[config.mk]
export PLATFORM = sky130hd
export DESIGN_NAME = clock_gate_ctrl
export DESIGN_NICKNAME = d
export VERILOG_FILES = /design/src/rtl/clock_gate_pkg.sv /design/src/rtl/EICG_wrapper.sv /design/src/rtl/clock_gate_chan.sv /design/src/rtl/clock_gate_ctrl.sv
export SDC_FILE = /design/constraint.sdc
export NUM_CORES = 1
export LEC_CHECK = 0
export ABC_AREA = 1
export BUFFER_PORTS_ARGS = -buffer_cell sky130_fd_sc_hd__buf_2
export CAP_MARGIN = 20
export CORE_UTILIZATION = 55
export CTS_CLUSTER_DIAMETER = 200
export DETAILED_ROUTE_END_ITERATION = 10
export PLACE_DENSITY_LB_ADDON = 0.1
export REMOVE_ABC_BUFFERS = 1
export SYNTH_ARGS = -nofsm -noshare
export SYNTH_HDL_FRONTEND = slang
export SYNTH_SLANG_ARGS = --single-unit
[constraint.sdc]
create_clock -name clock -period 2.85 [get_ports clock]
set_input_delay 0.57 -clock clock [delete_from_list [all_inputs] [get_ports clock]]
set_output_delay 0.57 -clock clock [all_outputs]
set_load 0.005 [all_outputs]
[src/rtl/clock_gate_pkg.sv]
// Shared types for the multi-channel clock-gating controller.
package clock_gate_pkg;

  localparam int NCH_MAX = 32;

  typedef enum logic [2:0] {
    ST_RUN   = 3'd0,
    ST_DRAIN = 3'd1,
    ST_GATED = 3'd2,
    ST_WAKE  = 3'd3,
    ST_REL   = 3'd4
  } gate_state_e;

  // Per-channel outputs, registered together so they always agree with the state.
  typedef struct packed {
    logic clk_en;
    logic qreq;
    logic ready;
    logic gated;
  } chan_out_t;

  // Output decode of a state; the FSM registers this value for its next state.
  function automatic chan_out_t state_outputs(gate_state_e s);
    chan_out_t o;
    o = '{clk_en: 1'b1, qreq: 1'b0, ready: 1'b1, gated: 1'b0};
    case (s)
      ST_RUN:   o = '{clk_en: 1'b1, qreq: 1'b0, ready: 1'b1, gated: 1'b0};
      ST_DRAIN: o = '{clk_en: 1'b1, qreq: 1'b1, ready: 1'b1, gated: 1'b0};
      ST_GATED: o = '{clk_en: 1'b0, qreq: 1'b1, ready: 1'b0, gated: 1'b1};
      ST_WAKE:  o = '{clk_en: 1'b1, qreq: 1'b1, ready: 1'b0, gated: 1'b0};
      ST_REL:   o = '{clk_en: 1'b1, qreq: 1'b0, ready: 1'b0, gated: 1'b0};
      default:  o = '{clk_en: 1'b1, qreq: 1'b0, ready: 1'b1, gated: 1'b0};
    endcase
    return o;
  endfunction

endpackage

[src/rtl/EICG_wrapper.sv]
// Latch-based integrated clock gate. The enable is captured while the source
// clock is low, so a change of enable never produces a runt pulse.
module EICG_wrapper (
  output logic out,
  input  logic in,
  input  logic en,
  input  logic test_en
);

  logic en_latched;

  // Transparent while the source clock is low, holds while it is high.
  always_latch begin
    if (!in) en_latched = en | test_en;
  end

  assign out = in & en_latched;

endmodule

[src/rtl/clock_gate_chan.sv]
// One gating channel: idle counter, quiesce handshake FSM and registered
// gate enable.
//
//   state    | meaning
//   ---------+-----------------------------------------------------------
//   ST_RUN   | clock running, counting consecutive idle cycles
//   ST_DRAIN | qreq raised, waiting for qack (aborts on any activity)
//   ST_GATED | clock stopped, handshake held
//   ST_WAKE  | clock re-enabled, settling for WAKE_CYC cycles
//   ST_REL   | qreq dropped, waiting for qack to fall
module clock_gate_chan
  import clock_gate_pkg::*;
#(
  parameter int CNT_W    = 8,
  parameter int WAKE_CYC = 2
) (
  input  logic             clk_i,
  input  logic             rst_i,
  input  logic             busy_i,
  input  logic             wake_i,
  input  logic             auto_en_i,
  input  logic             qack_i,
  input  logic [CNT_W-1:0] thresh_i,
  output logic             clk_en_o,
  output logic             qreq_o,
  output logic             ready_o,
  output logic             gated_o
);

  localparam logic [CNT_W-1:0] CNT_ONE   = CNT_W'(1);
  localparam logic [CNT_W-1:0] WAKE_LAST = CNT_W'((WAKE_CYC > 1) ? WAKE_CYC - 1 : 0);

  gate_state_e      state_q, state_d;
  logic [CNT_W-1:0] cnt_q, cnt_d;
  chan_out_t        out_q;
  logic             activity;
  logic             thresh_zero;
  logic             cnt_sat;

  // Next-state and counter update; the counter is reused as the WAKE timer.
  always_comb begin
    state_d     = state_q;
    cnt_d       = cnt_q;
    activity    = busy_i | wake_i | ~auto_en_i;
    thresh_zero = (thresh_i == '0);
    cnt_sat     = &cnt_q;
    case (state_q)
      ST_RUN: begin
        if (activity || thresh_zero) begin
          cnt_d = '0;
        end else if (cnt_q == (thresh_i - CNT_ONE)) begin
          // thresh-th consecutive idle cycle: start the handshake
          state_d = ST_DRAIN;
          cnt_d   = '0;
        end else if (!cnt_sat) begin
          cnt_d = cnt_q + CNT_ONE;
        end
      end
      ST_DRAIN: begin
        // Activity wins over a coincident acknowledge.
        if (activity) begin
          state_d = ST_RUN;
          cnt_d   = '0;
        end else if (qack_i) begin
          state_d = ST_GATED;
        end
      end
      ST_GATED: begin
        if (activity) begin
          state_d = ST_WAKE;
          cnt_d   = '0;
        end
      end
      ST_WAKE: begin
        if (cnt_q == WAKE_LAST) begin
          state_d = ST_REL;
          cnt_d   = '0;
        end else begin
          cnt_d = cnt_q + CNT_ONE;
        end
      end
      ST_REL: begin
        if (!qack_i) begin
          state_d = ST_RUN;
          cnt_d   = '0;
        end
      end
      default: begin
        state_d = ST_RUN;
        cnt_d   = '0;
      end
    endcase
  end

  // State, counter and registered outputs; reset abandons any handshake.
  always_ff @(posedge clk_i) begin
    if (rst_i) begin
      state_q <= ST_RUN;
      cnt_q   <= '0;
      out_q   <= state_outputs(ST_RUN);
    end else begin
      state_q <= state_d;
      cnt_q   <= cnt_d;
      out_q   <= state_outputs(state_d);
    end
  end

  assign clk_en_o = out_q.clk_en;
  assign qreq_o   = out_q.qreq;
  assign ready_o  = out_q.ready;
  assign gated_o  = out_q.gated;

endmodule

[src/rtl/clock_gate_ctrl.sv]
// Multi-channel clock-gating controller: NCH independent gating channels,
// each driving its own latch-based clock gate.
module clock_gate_ctrl
  import clock_gate_pkg::*;
#(
  parameter int NCH      = 4,
  parameter int CNT_W    = 8,
  parameter int WAKE_CYC = 2
) (
  input  logic             clock,
  input  logic             reset,
  input  logic             test_en,
  input  logic [CNT_W-1:0] cfg_idle_thresh,
  input  logic [NCH-1:0]   cfg_auto_en,
  input  logic [NCH-1:0]   busy,
  input  logic [NCH-1:0]   wake,
  input  logic [NCH-1:0]   qack,
  output logic [NCH-1:0]   qreq,
  output logic [NCH-1:0]   gclk,
  output logic [NCH-1:0]   clk_en,
  output logic [NCH-1:0]   ready,
  output logic [NCH-1:0]   gated
);

  for (genvar i = 0; i < NCH; i++) begin : g_chan
    clock_gate_chan #(
      .CNT_W    (CNT_W),
      .WAKE_CYC (WAKE_CYC)
    ) u_chan (
      .clk_i     (clock),
      .rst_i     (reset),
      .busy_i    (busy[i]),
      .wake_i    (wake[i]),
      .auto_en_i (cfg_auto_en[i]),
      .qack_i    (qack[i]),
      .thresh_i  (cfg_idle_thresh),
      .clk_en_o  (clk_en[i]),
      .qreq_o    (qreq[i]),
      .ready_o   (ready[i]),
      .gated_o   (gated[i])
    );

    EICG_wrapper u_icg (
      .out     (gclk[i]),
      .in      (clock),
      .en      (clk_en[i]),
      .test_en (test_en)
    );
  end

endmodule

==> metrics.md <==
| Metric | Value |
|---|---|
| Global-route layer with the greatest usage | `met2` |
| Top cell type by total area after synthesis | `sky130_fd_sc_hd__dfxtp_1` |
| Cell with the most instances after synthesis | `sky130_fd_sc_hd__nand2_1` |
| Wire per inst | `12.37 um` |
| Via count of the first global-routing pass | `3914` |
| Simple-gate share of the synthesized area | `0.4299` |
| Worst rel slew slack | `0.5549` |
| Slew at the pin with the worst max-slew slack | `0.6635 ns` |
| Worst reg2reg path startpoint | `g_chan[2].u_chan.clk_en_o` |
| Buffering stage count on the worst path with inverters included | `2` |
| Port buffer count | `46` |
| Run status | `complete, but fails checks` |
| Number of enable-type register cells in the synthesized netlist | `0` |
| Effective utilization at floorplan | `0.5783` |
| Placement Rows | `31` |
| XOR/XNOR Fraction of Synth Area | `0.03067` |
| Required time of the critical path | `2.28 ns` |
| Maximum fanout encountered on the critical timing path | `1` |
| WS Path Type | `latch2out` |
| Post-synth cell types | `30` |
| Post-route worst setup slack | `-0.1709 ns` |
| Initial DRC Count | `205` |
| Number of pins with negative max-slew slack in the final report | `0` |
| Nets | `772` |
| Cells on Worst Hold Path | `2` |
| ANT nets after route | `0` |
| Total standard cell area after synthesis | `4284 um2` |
| Maximum VDD drop | `0.2948 mV` |
| Post-Place Setup Slack | `0.2782 ns` |
| Antenna violations before repair | `0` |
| Number of fill cells in the layout | `745` |
| Critical Path Source Type | `latch` |
| Failing checks | `negative setup slack` |
| Instance area at placement | `4466 um2` |
| Delay of the slowest critical-path stage | `0.39 ns` |
| Commonest register cell after synthesis | `sky130_fd_sc_hd__dfxtp_1` |
| Final instance area | `4693 um2` |
| Family with the most delay on the worst path | `latches` |
| Leakage Power | `0.002205 uW` |
| Final worst hold slack | `0.4635 ns` |
| Compound-cell area share of the yosys netlist | `0.07126` |
| Post-CTS Repair Setup Buffers | `0` |
| Ys Warns | `0` |
| Count of antenna diodes in the layout | `0` |
| Post-synthesis cell count | `697` |
| Worst min path class | `in2latch` |
| Endpoint with the worst hold slack | `g_chan[1].u_icg.en_latched` |
| Met1 Use GR | `0.3126` |
| Reg-to-reg endpoint | `g_chan[2].u_icg.en_latched` |
| Met2 track utilization from global routing | `0.4275` |
| Total length of routed wires | `10390 um` |
| Clock tree from TritonCTS | `built` |
| Arrival time at the worst endpoint | `2.45 ns` |
| CTS clk-pin slew, worst paths | `0.07 ns` |
| Post-layout power | `2020 uW` |
| Die width | `90.26 um` |
| Area growth from synthesis to layout | `9.550%` |
| Synth Area per Inst | `6.146 um2` |
| Unrepaired setup endpoints after global routing | `yes` |
| Die area | `8146 um2` |
| Pin count of the biggest net entering global routing | `19` |
| Worst skew pair latency | `0.46 ns` |
| Final RePlAce weighted congestion | `0.9074` |
| Top-area cell type share of the netlist area | `0.2804` |
| Reg2Reg Depth | `1` |
| Final setup skew | `0.01748 ns` |
| Height of the die | `90.26 um` |
| Slack of the worst reg-to-reg path | `0.83 ns` |
| Total global routing overflow | `0` |
| I/O pins | `47` |
| Via count normalized by instance count | `5.174` |
| First-pass GRT wire length | `16890 um` |
| Overall global routing resource usage | `0.2598` |
| 1st-pass router iterations | `5` |
| Proportion of synthesized flip-flops having asynchronous set or reset | `0` |
| Master of the slowest instance on the critical path | `sky130_fd_sc_hd__dlxtn_2` |
| #FFs+latches synth | `64` |
| Main area contributors after synthesis | `sky130_fd_sc_hd__dfxtp_1, sky130_fd_sc_hd__nand2_1, sky130_fd_sc_hd__inv_1` |
| Combinational family with the most area after synthesis | `simple AND/OR/NAND/NOR gates` |
| Cell-by-cell listing of the critical path | `nand2_1, inv_1, buf_2` |
| Area inside the core boundary | `7408 um2` |
| MaxCap Viol Count | `0` |
| Multiplexer share of the synthesized area | `0` |
| Worst min-delay path startpoint | `test_en` |
| Total vias in the final route | `4346` |
| HPWL after detailed placement | `7714 um` |
| Number of hold-slack violations in the final timing report | `0` |
| Top cells by instance count after synthesis | `sky130_fd_sc_hd__nand2_1, sky130_fd_sc_hd__inv_1, sky130_fd_sc_hd__nor2_1` |
| Worst setup EP type | `primary output` |
| Adder-cell share of the synthesized area | `0.02921` |
| Power per cell area | `430.5 nW/um2` |
| Share of cells above drive strength 1 | `0.1471` |
| Met3 track utilization from global routing | `0.06818` |
| Logic depth of the worst setup path including buffers | `3` |
| Post-route DRC | `0` |
| Setup violations, final | `8` |
## stage by stage
stage            util  TNS [ns]  std cells
3_3_place_gp   0.6028         0        819
2_1_floorplan       -         0        670
3_5_place_dp   0.6028         0        819
5_1_grt        0.6335   -0.8798        840
4_1_cts        0.6332   -0.7242        840
6_report       0.6335   -0.6660        840
## cell usage in the layout, fill, tap and decap left out
cell	n
sky130_fd_sc_hd__a211oi_1	2
sky130_fd_sc_hd__a21oi_1	40
sky130_fd_sc_hd__a221oi_1	2
sky130_fd_sc_hd__a311oi_1	2
sky130_fd_sc_hd__buf_2	46
sky130_fd_sc_hd__buf_4	4
sky130_fd_sc_hd__clkbuf_1	4
sky130_fd_sc_hd__clkbuf_8	14
sky130_fd_sc_hd__clkinv_1	1
sky130_fd_sc_hd__clkinv_2	2
sky130_fd_sc_hd__clkinvlp_4	1
sky130_fd_sc_hd__dfxtp_1	60
sky130_fd_sc_hd__dlxtn_1	2
sky130_fd_sc_hd__dlxtn_2	2
sky130_fd_sc_hd__ha_1	10
sky130_fd_sc_hd__inv_1	106
sky130_fd_sc_hd__inv_2	4
sky130_fd_sc_hd__nand2_1	189
sky130_fd_sc_hd__nand2_2	12
sky130_fd_sc_hd__nand2_4	2
sky130_fd_sc_hd__nand3_1	49
sky130_fd_sc_hd__nand3_2	7
sky130_fd_sc_hd__nand4_1	15
sky130_fd_sc_hd__nor2_1	95
sky130_fd_sc_hd__nor2_2	6
sky130_fd_sc_hd__nor2_4	2
sky130_fd_sc_hd__nor3_1	24
sky130_fd_sc_hd__nor3_2	2
sky130_fd_sc_hd__nor4_1	5
sky130_fd_sc_hd__nor4_2	1
sky130_fd_sc_hd__o21ai_0	11
sky130_fd_sc_hd__or2_2	4
sky130_fd_sc_hd__xnor2_1	3
sky130_fd_sc_hd__xor2_1	12
## repair_timing
action,CTS,global route
endpoints found under the hold margin,0,0
setup endpoints to repair,8,8
resized for setup,0,2
pin swaps,3,1
hold buffers,0,0
## final cells by class
type                       count  area [um2]  area share
tap                           99       123.9     0.02639
clock buffer                  22       227.7     0.04852
inverter                     107       401.6     0.08558
sequential                    64        1264      0.2693
clock inverter                 7       32.53    0.006931
multi-input combinational    495        2404      0.5121
timing repair buffer          46       240.2     0.05119
## metal layers
| metal | part of all wire | routed length, um |
|---|---|---|
| met5 | 0 | 0 |
| met4 | 0.023 | 242 |
| met3 | 0.059 | 616 |
| met2 | 0.47 | 4848 |
| met1 | 0.45 | 4684 |
## registers in the layout (all words and copies together), names as in the netlist
register / cells
g_chan.u_chan.clk_en_o: 4
g_chan.u_chan.cnt_q: 32
g_chan.u_chan.gated_o: 4
g_chan.u_chan.qreq_o: 4
g_chan.u_chan.ready_o: 4
g_chan.u_chan.state_q: 12
g_chan.u_icg.en_latched: 4
## kinds of logic after synthesis
logic type,after synthesis
latches,4
and+or+nand+nor,413
adders and majority gates,10
DFF,60
AOI/OAI and AO/OA,57
buffers and inverters,138
xor gates and xnor gates,15
## power breakdown
part,internal (uW),leakage (uW),switching (uW),total [uW]
clock,521,0.000167,451,973
combinational,54.7,0.00152,111,166
sequential,878,0.000517,3.75,882
## worst max-delay path by stage
stage                                     from  slack [ns]                        end
finish              g_chan[3].u_icg.en_latched       -0.17                    gclk[3]
global route        g_chan[2].u_icg.en_latched       -0.23                    gclk[2]
CTS                 g_chan[1].u_icg.en_latched       -0.19                    gclk[1]
detailed placement          cfg_idle_thresh[1]        0.28  g_chan[3].u_chan.cnt_q[7]
global placement    g_chan[2].u_icg.en_latched        0.32                    gclk[2]
floorplan           g_chan[1].u_icg.en_latched        0.39                    gclk[1]
(Power assumes the default switching activity.)
